$ cat config.mk
export PLATFORM = sky130hd
export DESIGN_NAME = instr_fetch_seq
export DESIGN_NICKNAME = d
export VERILOG_FILES = /design/src/rtl/isa_pkg.sv /design/src/rtl/branch_lut.sv /design/src/rtl/instr_fetch_seq.sv
export SDC_FILE = /design/constraint.sdc
export NUM_CORES = 1
export LEC_CHECK = 0
export CAP_MARGIN = 20
export CORE_UTILIZATION = 45
export DETAILED_ROUTE_END_ITERATION = 10
export PLACE_DENSITY = 0.83
export SYNTH_ARGS = -nofsm -noshare
export SYNTH_HDL_FRONTEND = slang
export SYNTH_SLANG_ARGS = --single-unit
$ cat constraint.sdc
create_clock -name clk -period 4.1 [get_ports clk]
set_input_delay 0.41 -clock clk [delete_from_list [all_inputs] [get_ports clk]]
set_output_delay 0.41 -clock clk [all_outputs]
set_load 0.005 [all_outputs]
$ cat src/rtl/isa_pkg.sv
`default_nettype none
// ============================================================================
//  Module      : isa_pkg
//  Description : Shared constants for the 9-bit custom ISA: opcodes,
//                instruction field positions, fetch state encoding and the
//                constant branch/jump target table.
//  Revision    : 1.0 - initial release
// ============================================================================
package isa_pkg;

    // Opcodes (instr[8:5]); SUS is only a halt when f=1
    localparam logic [3:0] OP_ADDI = 4'b0000;
    localparam logic [3:0] OP_BNE  = 4'b0001;
    localparam logic [3:0] OP_BLT  = 4'b0010;
    localparam logic [3:0] OP_J    = 4'b0110;
    localparam logic [3:0] OP_SUS  = 4'b1111;
    localparam logic       SUS_F   = 1'b1;

    // Field positions of the fixed 9-bit layout
    localparam int OPC_MSB     = 8;
    localparam int OPC_LSB     = 5;
    localparam int F_BIT       = 4;
    localparam int RADDR_MSB   = 3;
    localparam int LUT_IDX_MSB = 4;

    // Fetch sequencer states
    typedef enum logic [1:0] {
        ST_IDLE = 2'd0,
        ST_LOAD = 2'd1,
        ST_RUN  = 2'd2,
        ST_HALT = 2'd3
    } fetch_state_e;

    // Branch/jump targets, indexed by instr[4:0]; entry i = (15*i - 5) mod 1024
    localparam int LUT_ENTRIES = 32;
    localparam logic [9:0] TARGET_LUT [LUT_ENTRIES] = '{
        10'd1019, 10'd10,  10'd25,  10'd40,  10'd55,  10'd70,  10'd85,  10'd100,
        10'd115,  10'd130, 10'd145, 10'd160, 10'd175, 10'd190, 10'd205, 10'd220,
        10'd235,  10'd250, 10'd265, 10'd280, 10'd295, 10'd310, 10'd325, 10'd340,
        10'd355,  10'd370, 10'd385, 10'd400, 10'd415, 10'd430, 10'd445, 10'd460
    };

endpackage
`default_nettype wire

$ cat src/rtl/branch_lut.sv
`default_nettype none
// ============================================================================
//  Module      : branch_lut
//  Description : Combinational branch/jump target table. Indices at or beyond
//                LUT_DEPTH read as zero.
//  Revision    : 1.0 - initial release
// ============================================================================
module branch_lut
    import isa_pkg::*;
#(
    parameter int PC_W      = 10,
    parameter int LUT_DEPTH = 32
) (
    input  logic [4:0]      idx_i,
    output logic [PC_W-1:0] target_o
);

    // Table read with out-of-range entries masked to zero
    always_comb begin
        target_o = '0;
        if (int'(idx_i) < LUT_DEPTH) begin
            target_o = PC_W'(TARGET_LUT[idx_i]);
        end
    end

endmodule
`default_nettype wire

$ cat src/rtl/instr_fetch_seq.sv
`default_nettype none
// ============================================================================
//  Module      : instr_fetch_seq
//  Description : PC owner and fetch sequencer. Splits the fetched word into
//                decoder fields, selects the next PC from the decoder's
//                halt/jump/branch outputs, runs the start/done handshake and
//                counts retired instructions.
//  Revision    : 1.0 - initial release
// ============================================================================
module instr_fetch_seq
    import isa_pkg::*;
#(
    parameter int PC_W      = 10,
    parameter int INSTR_W   = 9,
    parameter int LUT_DEPTH = 32,
    parameter int CNT_W     = 16
) (
    input  logic               clk,
    input  logic               rst_n,
    input  logic               start,
    input  logic [PC_W-1:0]    start_addr,
    input  logic [INSTR_W-1:0] instr_in,
    input  logic               halt_ctrl,
    input  logic               j,
    input  logic               br_ne,
    input  logic               br_lt,
    input  logic               ne_flag,
    input  logic               lt_flag,
    output logic [PC_W-1:0]    pc_out,
    output logic [3:0]         opcode,
    output logic               f,
    output logic [3:0]         raddr1,
    output logic               exec_en,
    output logic               done,
    output logic [CNT_W-1:0]   instr_cnt
);

    fetch_state_e     state_q, state_d;
    logic [PC_W-1:0]  pc_q, pc_d;
    logic [CNT_W-1:0] cnt_q, cnt_d;
    logic             done_q, done_d;
    logic [PC_W-1:0]  lut_target;
    logic             take_branch;

    branch_lut #(
        .PC_W      (PC_W),
        .LUT_DEPTH (LUT_DEPTH)
    ) u_branch_lut (
        .idx_i    (instr_in[LUT_IDX_MSB:0]),
        .target_o (lut_target)
    );

    assign opcode      = instr_in[OPC_MSB:OPC_LSB];
    assign f           = instr_in[F_BIT];
    assign raddr1      = instr_in[RADDR_MSB:0];
    assign take_branch = (br_ne & ne_flag) | (br_lt & lt_flag);
    assign exec_en     = (state_q == ST_RUN);
    assign pc_out      = pc_q;
    assign done        = done_q;
    assign instr_cnt   = cnt_q;

    // Next-state/PC selection. Any cycle that ends in LOAD (start from any
    // state) or leaves LOAD reloads the PC and clears done and the counter,
    // so an abort from RUN behaves exactly like a restart.
    always_comb begin
        state_d = state_q;
        pc_d    = pc_q;
        cnt_d   = cnt_q;
        done_d  = done_q;
        if (start || (state_q == ST_LOAD)) begin
            pc_d    = start_addr;
            cnt_d   = '0;
            done_d  = 1'b0;
            state_d = start ? ST_LOAD : ST_RUN;
        end else if (state_q == ST_RUN) begin
            if (!(&cnt_q)) begin
                cnt_d = cnt_q + CNT_W'(1);
            end
            if (halt_ctrl) begin
                state_d = ST_HALT;
                done_d  = 1'b1;
            end else if (j || take_branch) begin
                pc_d = lut_target;
            end else begin
                pc_d = pc_q + PC_W'(1);
            end
        end
    end

    // State registers with asynchronous active-low reset
    always_ff @(posedge clk or negedge rst_n) begin
        if (!rst_n) begin
            state_q <= ST_IDLE;
            pc_q    <= '0;
            cnt_q   <= '0;
            done_q  <= 1'b0;
        end else begin
            state_q <= state_d;
            pc_q    <= pc_d;
            cnt_q   <= cnt_d;
            done_q  <= done_d;
        end
    end

endmodule
`default_nettype wire

### Yosys cells after proc, flatten, opt, wreduce, memory -nomap -nowiden

Memories as Yosys holds them, arrays and structs flattened.
Index checks and enable logic that the tools add are counted.

* bitwise logic cells: 4
* reductions and logical operators: 8
* equal/unequal tests: 4
* $lt $le $gt $ge: 1
* muxes and demuxes: 16
* add/subtract/negate cells: 2

Operator list (count)
* 2-to-1 mux 10 bit: 6
* 2-to-1 mux 16 bit: 3
* adder 16 x 1 -> 16 bit, second input constant: 1
* AND reduction 16 bit: 1
* adder 10 x 1 -> 10 bit, second input constant: 1
* 2-to-1 mux 2 bit: 4
* greater-or-equal comparator 6 bit, second input constant: 1
* NOT 5 -> 6 bit: 1
* AND reduction 2 bit: 3
* nonzero test 2 bit: 2
* 2-to-1 mux 1 bit: 3
* AND 1 bit: 2
* == test 2 x 1 -> 1 bit, second input constant: 1
* == test 2 bit, second input constant: 1
* logical OR 1 bit: 2
* != test 2 x 1 -> 1 bit, second input constant: 1
* != test 2 bit, second input constant: 1
* OR 1 bit: 1

* memories: 1
* bits in read-only memories: 320
* flip-flop bits (word level): 29

Memories
* (name not given): depth 32, bits a word 10, rd ports 1, clocked after Yosys merged registers in 0, wr ports 0, line branch_lut.sv:22 `target_o = PC_W'(TARGET_LUT[idx_i]);`

### Logic depth before layout (Yosys ltp)

* depth after elaboration: 8
* mapped depth: 8

### Modules after synthesis

A second synthesis with hierarchy kept.

* cells, all modules: 248
* area, all modules: 2198.4 sq um

Modules (own cells, without submodules)
* instr_fetch_seq: cells each 197, times used 1, sequential area each 725.7 sq um, area an instance 1836.8 sq um
* branch_lut: cells each 51, times used 1, sequential area each 0.0 sq um, area an instance 361.6 sq um

### Least setup slack after synthesis

OpenSTA, ideal clock, no wires.

* path kind: input-to-reg
* start point: input port br_ne
* end point: register pc_q[4] (netlist: pc_out[4])
* required time: 3982 ps
* cell stages on the path: 6
* arrival time: 1493 ps
* path slack: 2489 ps
* setup time: 118 ps
* buffers on the path: 1
* path through: a221o_1 -> buf_6 -> or3_1 -> o21ai_1 -> a211oi_1 -> a21o_1

* longest elaborated chain between the ends: 7

Ends and longest elaborated chain
* from (decl): line instr_fetch_seq.sv:25 `input logic br_ne,`
* AND 1 bit: line instr_fetch_seq.sv:56 `assign take_branch = (br_ne & ne_flag) | (br_lt & lt_flag);`
* OR 1 bit: line instr_fetch_seq.sv:56
* logical OR 1 bit: line instr_fetch_seq.sv:82 `end else if (j || take_branch) begin`
* 2-to-1 mux 10 bit: line instr_fetch_seq.sv:82
* 2-to-1 mux 10 bit: line instr_fetch_seq.sv:79 `if (halt_ctrl) begin`
* 2-to-1 mux 10 bit: line instr_fetch_seq.sv:75 `end else if (state_q == ST_RUN) begin`
* 2-to-1 mux 10 bit: line instr_fetch_seq.sv:70 `if (start || (state_q == ST_LOAD)) begin`
* to (signal assigned): line instr_fetch_seq.sv:99 `pc_q <= pc_d;`
* to (decl): line instr_fetch_seq.sv:39 `logic [PC_W-1:0] pc_q, pc_d;`

Every way passes these cells. The select of a mux whose other input is x is not followed.
A chain may end at the register's enable or synchronous reset.

### Worst setup path after layout

* start point: input port start
* end point: register pc_q[2] (netlist: pc_out[2])

* longest elaborated chain between the ends: 3
* elaborated cells on any way between the ends: 5
* classes of those cells: eq/ne (1); mux (1); reduce/logical (3)

Ends and longest elaborated chain
* from (decl): line instr_fetch_seq.sv:20 `input logic start,`
* logical OR 1 bit *: line instr_fetch_seq.sv:70
* != test 2 x 1 -> 1 bit (no line) / nonzero test 2 bit (equally long branches)
* AND reduction 2 bit (no line)

Mark *: on every way between the ends. The rest lies on a longest branch, timed or not.

==> summary.md <==
| Metric | Value |
|---|---|
| Status | `complete, no violations` |
| Max-slew headroom | `0.381` |
| GR Util All Layers | `0.223` |
| RSZ-0062 raised after global routing | `no` |
| Clk Latency, worst-skew pair | `0.28 ns` |
| CTS Buffer Depth | `2` |
| Die area | `4760 µm²` |
| Startpoint types | `primary input` |
| Critical Path Sink Type | `flop` |
| Most common cell after layout, fill and taps aside | `clkdlybuf4s50_1` |
| Post-cts sizing count | `0` |
| WP data required | `4.26 ns` |
| Lkg Pwr | `0.00109 µW` |
| DRC | `0` |
| #FFs+latches synth | `29` |
| CTS Hold Bufs | `0` |
| Cell row count | `23` |
| H-Tree Depth | `2` |
| Slowest-stage cell, CP | `a21o_1` |
| Sequential area share after synthesis | `0.359` |
| IO buf count | `56` |
| Nets | `308` |
| Number of diodes | `0` |
| EDFF count, synth | `0` |
| Avg Inst Size Synth | `9.02 µm²` |
| Pwr Density | `281 nW/µm²` |
| Synth top area share | `0.359` |
| Initial core utilization | `0.487` |
| Setup CP Type | `in -> reg` |
| Placeable Area | `4140 µm²` |
| Synth area leaders | `dfrtp_1 36%, xnor2_1 5.2%, ha_1 5.0%` |
| Root buf cell | `clkbuf_8` |
| Crit-path cells | `clkdlybuf4s50_1 -> a21o_1 -> nor2_1 -> a221o_1` |
| Worst-Margin Slew | `0.929 ns` |
| Postcts setup bufs | `0` |
| Max-slew violations | `0` |
| Fillcell total | `353` |
| Max-cap viol count | `0` |
| Clk slew on worst S/H paths | `0.07 ns` |
| Pre-CTS setup slack | `1.68 ns` |
| Post-synth ARST share | `1.00` |
| Final GP Congestion | `0.804` |
| Cells after Synth | `224` |
| Largest net degree at the start of global routing | `30` |
| Non-Filler Instances | `323` |
| Util after Layout | `0.638` |
| Period Utilization, post-route | `0.525` |
| Drt first pass iters | `4` |
| CP max FO | `25` |
| ANT nets after route | `0` |
| Post-synth design cell area | `2020 µm²` |
| Hold WC Path Type | `in -> async` |
| Synth cell types | `48` |
| Setup Skew | `0.00958 ns` |
| Top_reg_cell synth | `dfrtp_1` |
| Vias in the first global route | `1648` |
| DR iter-0 viols | `148` |
| Biggest area consumer among synthesized cells | `dfrtp_1` |
| Syn nets | `260` |
| Yosys warns | `0` |
| Layout cell share with drive strength beyond 1 | `0.0696` |
| Worst path max stage delay | `0.65 ns` |
| Total wire length | `4910 µm` |
| Max Clk Rate | `0.464 GHz` |
| Die Wd | `69.0 µm` |
| GR Overflow Total | `0` |
| Total power draw | `742 µW` |
| DP Wirelength | `3650 µm` |
| Vias | `1869` |
| Final Hold Vio Count | `0` |
| First-pass GRT wire length | `7900 µm` |
| Worst VDD drop | `259 µV` |
| Critical path data arrival time | `2.32 ns` |
| Dpl cells | `315` |
| Inserted Clock Buffers | `5` |
| Via-to-Cell Ratio | `5.79` |
| Endpoints failing setup | `0` |
| Die Ht | `69.0 µm` |
| Most frequent cells in the layout | `56 x clkdlybuf4s50_1, 29 x dfrtp_1, 16 x nor2_1, 16 x nand2_1, 12 x xnor2_1` |
| Setup slack after layout | `1.95 ns` |
| Area delta synth->final | `31.0%` |
| TritonCTS clock tree | `yes` |
| Fin crit period | `2.15 ns` |
| # IOs | `65` |
| TritonCTS Sinks | `29` |
| Avg WL per Cell | `15.2 µm` |
| Setup TNS Final | `0 ns` |
| Initial antenna violation count | `0` |
==> through the flow <==
step	instance area, µm²	hold WS [ns]
4_1_cts	2650	0.525
3_5_place_dp	2540	0.519
6_report	2650	0.511
5_1_grt	2650	0.549
2_1_floorplan	2020	0.114
3_3_place_gp	2540	0.510
==> Yosys cell counts, drive strengths merged, types with 5 or more instances <==
cell,count
dfrtp,29
nor2,17
o21ai,17
nand2,16
buf,15
xnor2,12
a21oi,11
inv,11
nand3,9
ha,8
o211ai,7
a211oi,6
and3,6
nor3,6
xor2,6
nand4,5
==> logic make-up after synthesis <==
logic type                 share of synthesized area
AOI/OAI and AO/OA                              0.217
xor gates and xnor gates                      0.0781
adders and majority gates                     0.0496
buffers and inverters                         0.0731
DFF                                            0.359
muxes                                        0.00991
and+or+nand+nor                                0.213
==> area by class of cell <==
type                            instances  area [µm²]  share of cell area
Multi-Input combinational cell        168        1150               0.433
Sequential cell                        29         726               0.274
Timing Repair Buffer                   57         568               0.215
Clock buffer                            7        96.3              0.0364
Tap cell                               50        62.6              0.0237
Inverter                               11        41.3              0.0156
Clock inverter                          1        5.00             0.00189
==> per-layer routing <==
metal / routed length (µm) / vias up / track usage
met5: 0 / - / 0
met4: 36 / 0 / 0.0536
met3: 299 / 6 / 0.0559
met2: 2240 / 67 / 0.328
met1: 2330 / 888 / 0.324
li1: - / 908 / -
==> worst max-delay path: cells and delay by family <==
family / cells / cell delay (ns)
simple gates: 1 / 0.29
compound gates: 2 / 1.01
buf+inv: 1 / 0.59
==> power by group <==
part | total (µW) | leakage (µW) | switching, µW | internal (µW)
logic | 155 | 0.000656 | 72.9 | 82.5
registers | 321 | 0.000379 | 21.6 | 300
clock network | 266 | 0.0000542 | 114 | 152
==> path summary, 6_finish.rpt <==
check / slack, ns / start / cells past startpoint / end
max in group asynchronous: 3.30 / rst_n / 2 / instr_cnt[4]$_DFFE_PN0P_
hold / removal: 0.51 / rst_n / 2 / instr_cnt[15]$_DFFE_PN0P_
min in group clk: 0.52 / instr_cnt[8]$_DFFE_PN0P_ / 1 / instr_cnt[8]$_DFFE_PN0P_
setup / recovery: 1.95 / start / 4 / pc_out[2]$_DFFE_PN0P_
setup reg to reg: 2.11 / state_q[1]$_DFFE_PN0P_ / 4 / pc_out[2]$_DFFE_PN0P_
hold reg to reg: 0.52 / instr_cnt[8]$_DFFE_PN0P_ / 1 / instr_cnt[8]$_DFFE_PN0P_
==> sequential cells by signal (all words and copies together), names as in the netlist <==
| signal | cells |
|---|---|
| instr_cnt | 16 |
| state_q | 2 |
| pc_out | 10 |
| done | 1 |
(Power assumes the default switching activity.)
